<file path="config.mk">
export PLATFORM = sky130hd
export DESIGN_NAME = button_debouncer
export DESIGN_NICKNAME = d
export VERILOG_FILES = /design/src/rtl/button_debouncer.sv
export SDC_FILE = /design/constraint.sdc
export NUM_CORES = 1
export LEC_CHECK = 0
export BUFFER_PORTS_ARGS = -buffer_cell sky130_fd_sc_hd__buf_4
export CORE_AREA = 3 3 61 63
export DETAILED_ROUTE_END_ITERATION = 6
export DIE_AREA = 0 0 64 66
export PLACE_DENSITY_LB_ADDON = 0.15
export SKIP_CTS_REPAIR_TIMING = 1
export SYNTH_ARGS = -nofsm -noshare
export SYNTH_HDL_FRONTEND = slang
export SYNTH_SLANG_ARGS = --single-unit
</file>
<file path="constraint.sdc">
create_clock -name clk -period 6 [get_ports clk]
set_input_delay 0.6 -clock clk [delete_from_list [all_inputs] [get_ports clk]]
set_output_delay 0.6 -clock clk [all_outputs]
set_load 0.005 [all_outputs]
</file>
<file path="src/rtl/button_debouncer.sv">
// Push-button conditioner: synchronises the raw pin, filters bounce with a
// stability counter and emits registered press/release/long-press strobes.
`timescale 1ns/1ps
module button_debouncer #(
   parameter int unsigned SYNC_STAGES       = 2,
   parameter int unsigned DEBOUNCE_CYCLES   = 50000,
   parameter int unsigned LONG_PRESS_CYCLES = 1000000
) (
   input  logic clk,
   input  logic rst_n,
   input  logic button,
   output logic btn_level,
   output logic press_pulse,
   output logic release_pulse,
   output logic long_press_pulse
);

   localparam int unsigned CW = $clog2(DEBOUNCE_CYCLES + 1);
   localparam int unsigned HW = $clog2(LONG_PRESS_CYCLES + 1);
   localparam logic [CW-1:0] CNT_LAST  = CW'(DEBOUNCE_CYCLES - 1);
   localparam logic [HW-1:0] HOLD_MAX  = HW'(LONG_PRESS_CYCLES);
   localparam logic [HW-1:0] HOLD_LAST = HW'(LONG_PRESS_CYCLES - 1);

   typedef enum logic [1:0] {
      RELEASED,
      PRESSING,
      PRESSED,
      RELEASING
   } state_e;

   logic [SYNC_STAGES-1:0] sync_q;
   logic                   s;
   logic                   cnt_done;
   logic                   rel_now;
   state_e                 state_q;
   logic [CW-1:0]          cnt_q;
   logic                   level_q;
   logic                   press_q;
   logic                   release_q;
   logic [HW-1:0]          hold_q;
   logic                   long_q;

   always_ff @(posedge clk or negedge rst_n) begin
      if (!rst_n) begin
         sync_q <= '0;
      end else begin
         sync_q <= {sync_q[SYNC_STAGES-2:0], button};
      end
   end

   assign s        = sync_q[SYNC_STAGES-1];
   assign cnt_done = (cnt_q == CNT_LAST);
   // A release toggling on this edge suppresses a coincident long strobe.
   assign rel_now  = level_q & ~s & cnt_done;

   always_ff @(posedge clk or negedge rst_n) begin
      if (!rst_n) begin
         state_q   <= RELEASED;
         cnt_q     <= '0;
         level_q   <= 1'b0;
         press_q   <= 1'b0;
         release_q <= 1'b0;
      end else begin
         press_q   <= 1'b0;
         release_q <= 1'b0;
         case (state_q)
            RELEASED, PRESSING: begin
               if (!s) begin
                  cnt_q   <= '0;
                  state_q <= RELEASED;
               end else if (cnt_done) begin
                  cnt_q   <= '0;
                  level_q <= 1'b1;
                  press_q <= 1'b1;
                  state_q <= PRESSED;
               end else begin
                  cnt_q   <= cnt_q + CW'(1);
                  state_q <= PRESSING;
               end
            end
            PRESSED, RELEASING: begin
               if (s) begin
                  cnt_q   <= '0;
                  state_q <= PRESSED;
               end else if (cnt_done) begin
                  cnt_q     <= '0;
                  level_q   <= 1'b0;
                  release_q <= 1'b1;
                  state_q   <= RELEASED;
               end else begin
                  cnt_q   <= cnt_q + CW'(1);
                  state_q <= RELEASING;
               end
            end
            default: begin
               cnt_q   <= '0;
               level_q <= 1'b0;
               state_q <= RELEASED;
            end
         endcase
      end
   end

   // Hold counter saturates at the threshold so the long strobe fires once per press.
   always_ff @(posedge clk or negedge rst_n) begin
      if (!rst_n) begin
         hold_q <= '0;
         long_q <= 1'b0;
      end else begin
         long_q <= 1'b0;
         if (!level_q) begin
            hold_q <= '0;
         end else if (hold_q != HOLD_MAX) begin
            hold_q <= hold_q + HW'(1);
            long_q <= (hold_q == HOLD_LAST) & ~rel_now;
         end
      end
   end

   assign btn_level        = level_q;
   assign press_pulse      = press_q;
   assign release_pulse    = release_q;
   assign long_press_pulse = long_q;

endmodule

</file>
After elaboration in Yosys (flattened, before gate mapping). Index checks and enable logic that the tools add are counted.

Reduce and logical (&&, ||, !) cells: 4. Add/subtract/negate cells: 2. Bitwise logic cells: 5. Mux-type cells: 23. Equal/unequal tests: 11.

Operators by type and width (count): 16-bit 2-to-1 mux (3); 20-bit 2-to-1 mux (2); 16-bit case mux with 2 select lines (1); 20-bit by 1-bit adder with 20-bit output (second input constant) (1); 20-bit == test (second input constant) (1); 20-bit != test (second input constant) (1); 16-bit by 1-bit adder with 16-bit output (second input constant) (1); 16-bit == test (second input constant) (1); 1-bit 2-to-1 mux (11); 2-bit 2-to-1 mux (4); 2-bit != test (second input constant) (4); 2-bit == test (second input constant) (2); 2-bit case mux with 2 select lines (1); 4-bit AND reduction (1); 2-bit OR reduction (2); 1-bit AND (3); 2-bit by 1-bit == test with 1-bit output (second input constant) (1); 2-bit zero test (1); 2-bit by 1-bit != test with 1-bit output (second input constant) (1); 1-bit NOT (2); 1-bit case mux with 2 select lines (1).

Register bits after elaboration: 44.

Logic depth before layout (Yosys ltp).
Depth after elaboration: 7. Gate-level depth with buffers: 6.

Worst setup path before layout. Ideal clock, no wire load.

Kind: register to register. Start: reg hold_q[15]. End: reg long_q (netlist: long_press_pulse). Slack: 4104 ps. Required time: 5935 ps. Cell stages (with the launch flop): 5. Setup time: 65 ps. Arrival time: 1831 ps. Clock period less this slack: 1896 ps. Cells stage by stage: dfrtp_1 or4b_1 or4_4 nor4_2 o21a_1.

Cells in the longest elaborated chain, start to end: 4. Elaborated cells on any way between the ends: 5. Those cells by class: 2 x eq/ne; 2 x mux; 1 x bitwise.

RTL lines: start: declaration (RTL line 40) `logic [HW-1:0] hold_q;`; start signal: assignment (RTL line 114) `hold_q <= hold_q + HW'(1);`; 20-bit == test (RTL line 115) `long_q <= (hold_q == HOLD_LAST) & ~rel_now;`; 1-bit AND (RTL line 115); 1-bit 2-to-1 mux * (RTL line 113) `end else if (hold_q != HOLD_MAX) begin`; 1-bit 2-to-1 mux * (RTL line 111) `if (!level_q) begin`; end signal: assignment (RTL line 115); end: declaration (RTL line 41) `logic long_q;`.

Every way passes the cells marked *; elsewhere a longest branch is shown, timed or not. A chain may end at the register's enable or synchronous reset.

Worst setup path after layout. Ends and elaborated chain as after synthesis.

==> reports/qor.csv <==
metric,value,unit
outcome,completed,
Routed Antenna Nets,0,
final setup fails,0,
DIE HEIGHT,66,µm
Worst Setup End Kind,flip-flop,
Post-DP HPWL,2.672,mm
Worst R2R Setup Slack,3.99,ns
iteration count of the initial detailed-routing pass,4,
PortBufs,6,
Mapped Cells,209,
Crit Path Category,reg -> reg,
clock skew,0.01312,ns
die area,4224,µm²
power density cells,216.6,nW/µm²
setup TNS,0,ns
clock transition at the registers of the reported paths,0.13,ns
"area leader, netlist",dfrtp_1,
Synth area leaders,"dfrtp_1 51%, xnor2_1 5.0%, xor2_1 5.0%",
layout cell share with drive strength beyond 1,10.55,%
drt total wl,3.881,mm
Clock Sinks,43,
placer's final routability congestion estimate,0.8242,
GRT overflow,0,
LEAKAGE,0.9078,nW
#FFs+latches synth,43,
vias,1592,
Worst-Margin Slew,0.6122,ns
"Core Util, Final",69.22,%
Ports,7,
Post-synth EDFFs,0,
Final nets,223,
dpl cell area,2187,µm²
Synth cell types,36,
Total Routing Usage GR,21.30,%
Worst Reg2Reg Path Length in Cells,4,
H-tree Lvls,2,
largest stage delay on the critical path,0.58,ns
drt via density,6.030,
critical path required time,6.31,ns
"Slew Viols, Final",0,
row count,21,
number of global-route vias before repair,1556,
Setup WS pre-CTS,3.976,ns
Final min period,2.012,ns
Fin. Hold Viols,0,
Final Non-Filler Cells,264,
Critical Path Fanout Max,6,
Peak VDD IR,0.1273,mV
crit-path cells,or4b_1 > or4_4 > nor4_2 > o21a_1,
Post-route DRC,0,
cell area after layout,2273,µm²
Num CTS Buffers,5,
synthesized cell area,2111,µm²
first-pass GRT wire length,6.934,mm
Syn Nets,215,
Max Cap Viol,0,
syn_area_per_cell,10.10,µm²
WL/cell,14.70,µm
Yosys top cell area share,50.98,%
clock insertion delay at the later pin of the skew report,0.36,ns
Max Fclk,496.9,MHz
Final WS setup,3.988,ns
Worst Hold Class,in -> async,
# diodes,0,
startpoint types,flip-flop,
CTS root buffer,clkbuf_4,
final period utilization,33.54,%
dpl cells,256,
synth-to-layout area growth,7.706,%
maximum number of pins on one net before global-route repair,44,
FF-to-FF End,long_press_pulse,
First DRT Iteration DRCs,140,
total power,492.5,µW
yosys warns,0,
CTS tree,yes,
Initial Util,64.27,%
Crit path max-delay family,simple AND/OR/NAND/NOR gates,
ys flop type,dfrtp_1,
core area,3284,µm²
Chip Width,64,µm
reg-to-reg critical path startpoint,hold_q[15],
clock tree buffer depth,2,
post-synthesis sequential area ratio,50.98,%
async set-reset flop share out of synthesis,100.0,%
most frequent cell after synthesis,dfrtp_1,
crit path max-delay cell type,or4_4,
WHS,0.2077,ns
RSZ-0062 raised after global routing,no,
Commonest cells post-synth,"43 x dfrtp_1, 27 x nor2_1, 12 x nand2_1, 12 x xnor2_1, 12 x xor2_1",
initial antenna violation count,0,
CP arrival,2.32,ns
WP buf/inv,0,
Slew HR,59.14,%
## worst max path at each step
stage	start	to	cells past startpoint
floorplan	hold_q[15]	long_press_pulse	4
global placement	hold_q[15]	long_press_pulse	4
detailed placement	hold_q[15]	hold_q[0]	4
CTS	hold_q[15]	long_press_pulse	4
global route	hold_q[0]	hold_q[16]	5
finish	hold_q[15]	long_press_pulse	4
## state kept, by name, indices dropped and copies added, names as in the netlist
register,cells
btn_level,1
cnt_q,16
hold_q,20
long_press_pulse,1
press_pulse,1
release_pulse,1
state_q,1
sync_q,2
## layout by cell type (no fill, tap or decap), drive strengths merged
cell type / Yosys / routed
nor3: 8 / 8
dfrtp: 43 / 43
o21ai: 2 / 2
nor2: 27 / 27
mux2: 1 / 1
o31ai: 6 / 6
nand3b: 1 / 1
nor4b: 1 / 1
and4: 3 / 3
bufinv: 0 / 1
nor4: 8 / 8
or2: 1 / 1
buf: 1 / 6
nand2b: 1 / 1
a21oi: 9 / 9
o21bai: 1 / 1
o21a: 4 / 4
and2: 2 / 2
and4bb: 2 / 2
inv: 8 / 8
and3: 5 / 5
xnor2: 12 / 12
xor2: 12 / 12
clkinv: 0 / 1
clkbuf: 4 / 6
or4b: 2 / 2
nand4: 10 / 10
ha: 3 / 3
or4: 7 / 7
nand3: 11 / 11
o22a: 1 / 1
nand2: 12 / 12
nor2b: 1 / 1
## power breakdown
group | switching (mW) | internal [mW] | leakage, nW
clock | 0.0890 | 0.0985 | 0.0482
sequential | 0.00212 | 0.292 | 0.594
combinational | 0.00829 | 0.00263 | 0.266
## layout make-up
class | instances | area (µm²)
flip-flops and latches | 43 | 1076
fillers | 256 | 1011
multi-input cells | 153 | 978.4
well taps | 46 | 57.56
clock buffers | 6 | 51.30
repair buffers | 6 | 45.04
clock inverters | 2 | 35.03
inverters | 8 | 30.03
## metal layers
metal | routed length (µm) | global-route usage [%]
met5 | 0 | 0
met4 | 51 | 7.278
met3 | 213 | 5.272
met2 | 1880 | 36.00
met1 | 1736 | 26.62
## cell families (layout without fill, tap and decap cells)
family | after synthesis | after routing | share of synthesized area (%)
and+or+nand+nor | 102 | 102 | 27.15
buffers and inverters | 13 | 22 | 2.667
xor gates and xnor gates | 24 | 24 | 9.958
AOI/OAI and AO/OA | 23 | 23 | 6.935
adders and majority gates | 3 | 3 | 1.778
DFF | 43 | 43 | 50.98
muxes | 1 | 1 | 0.5335
Note: power is estimated with default switching activity, not from simulation.
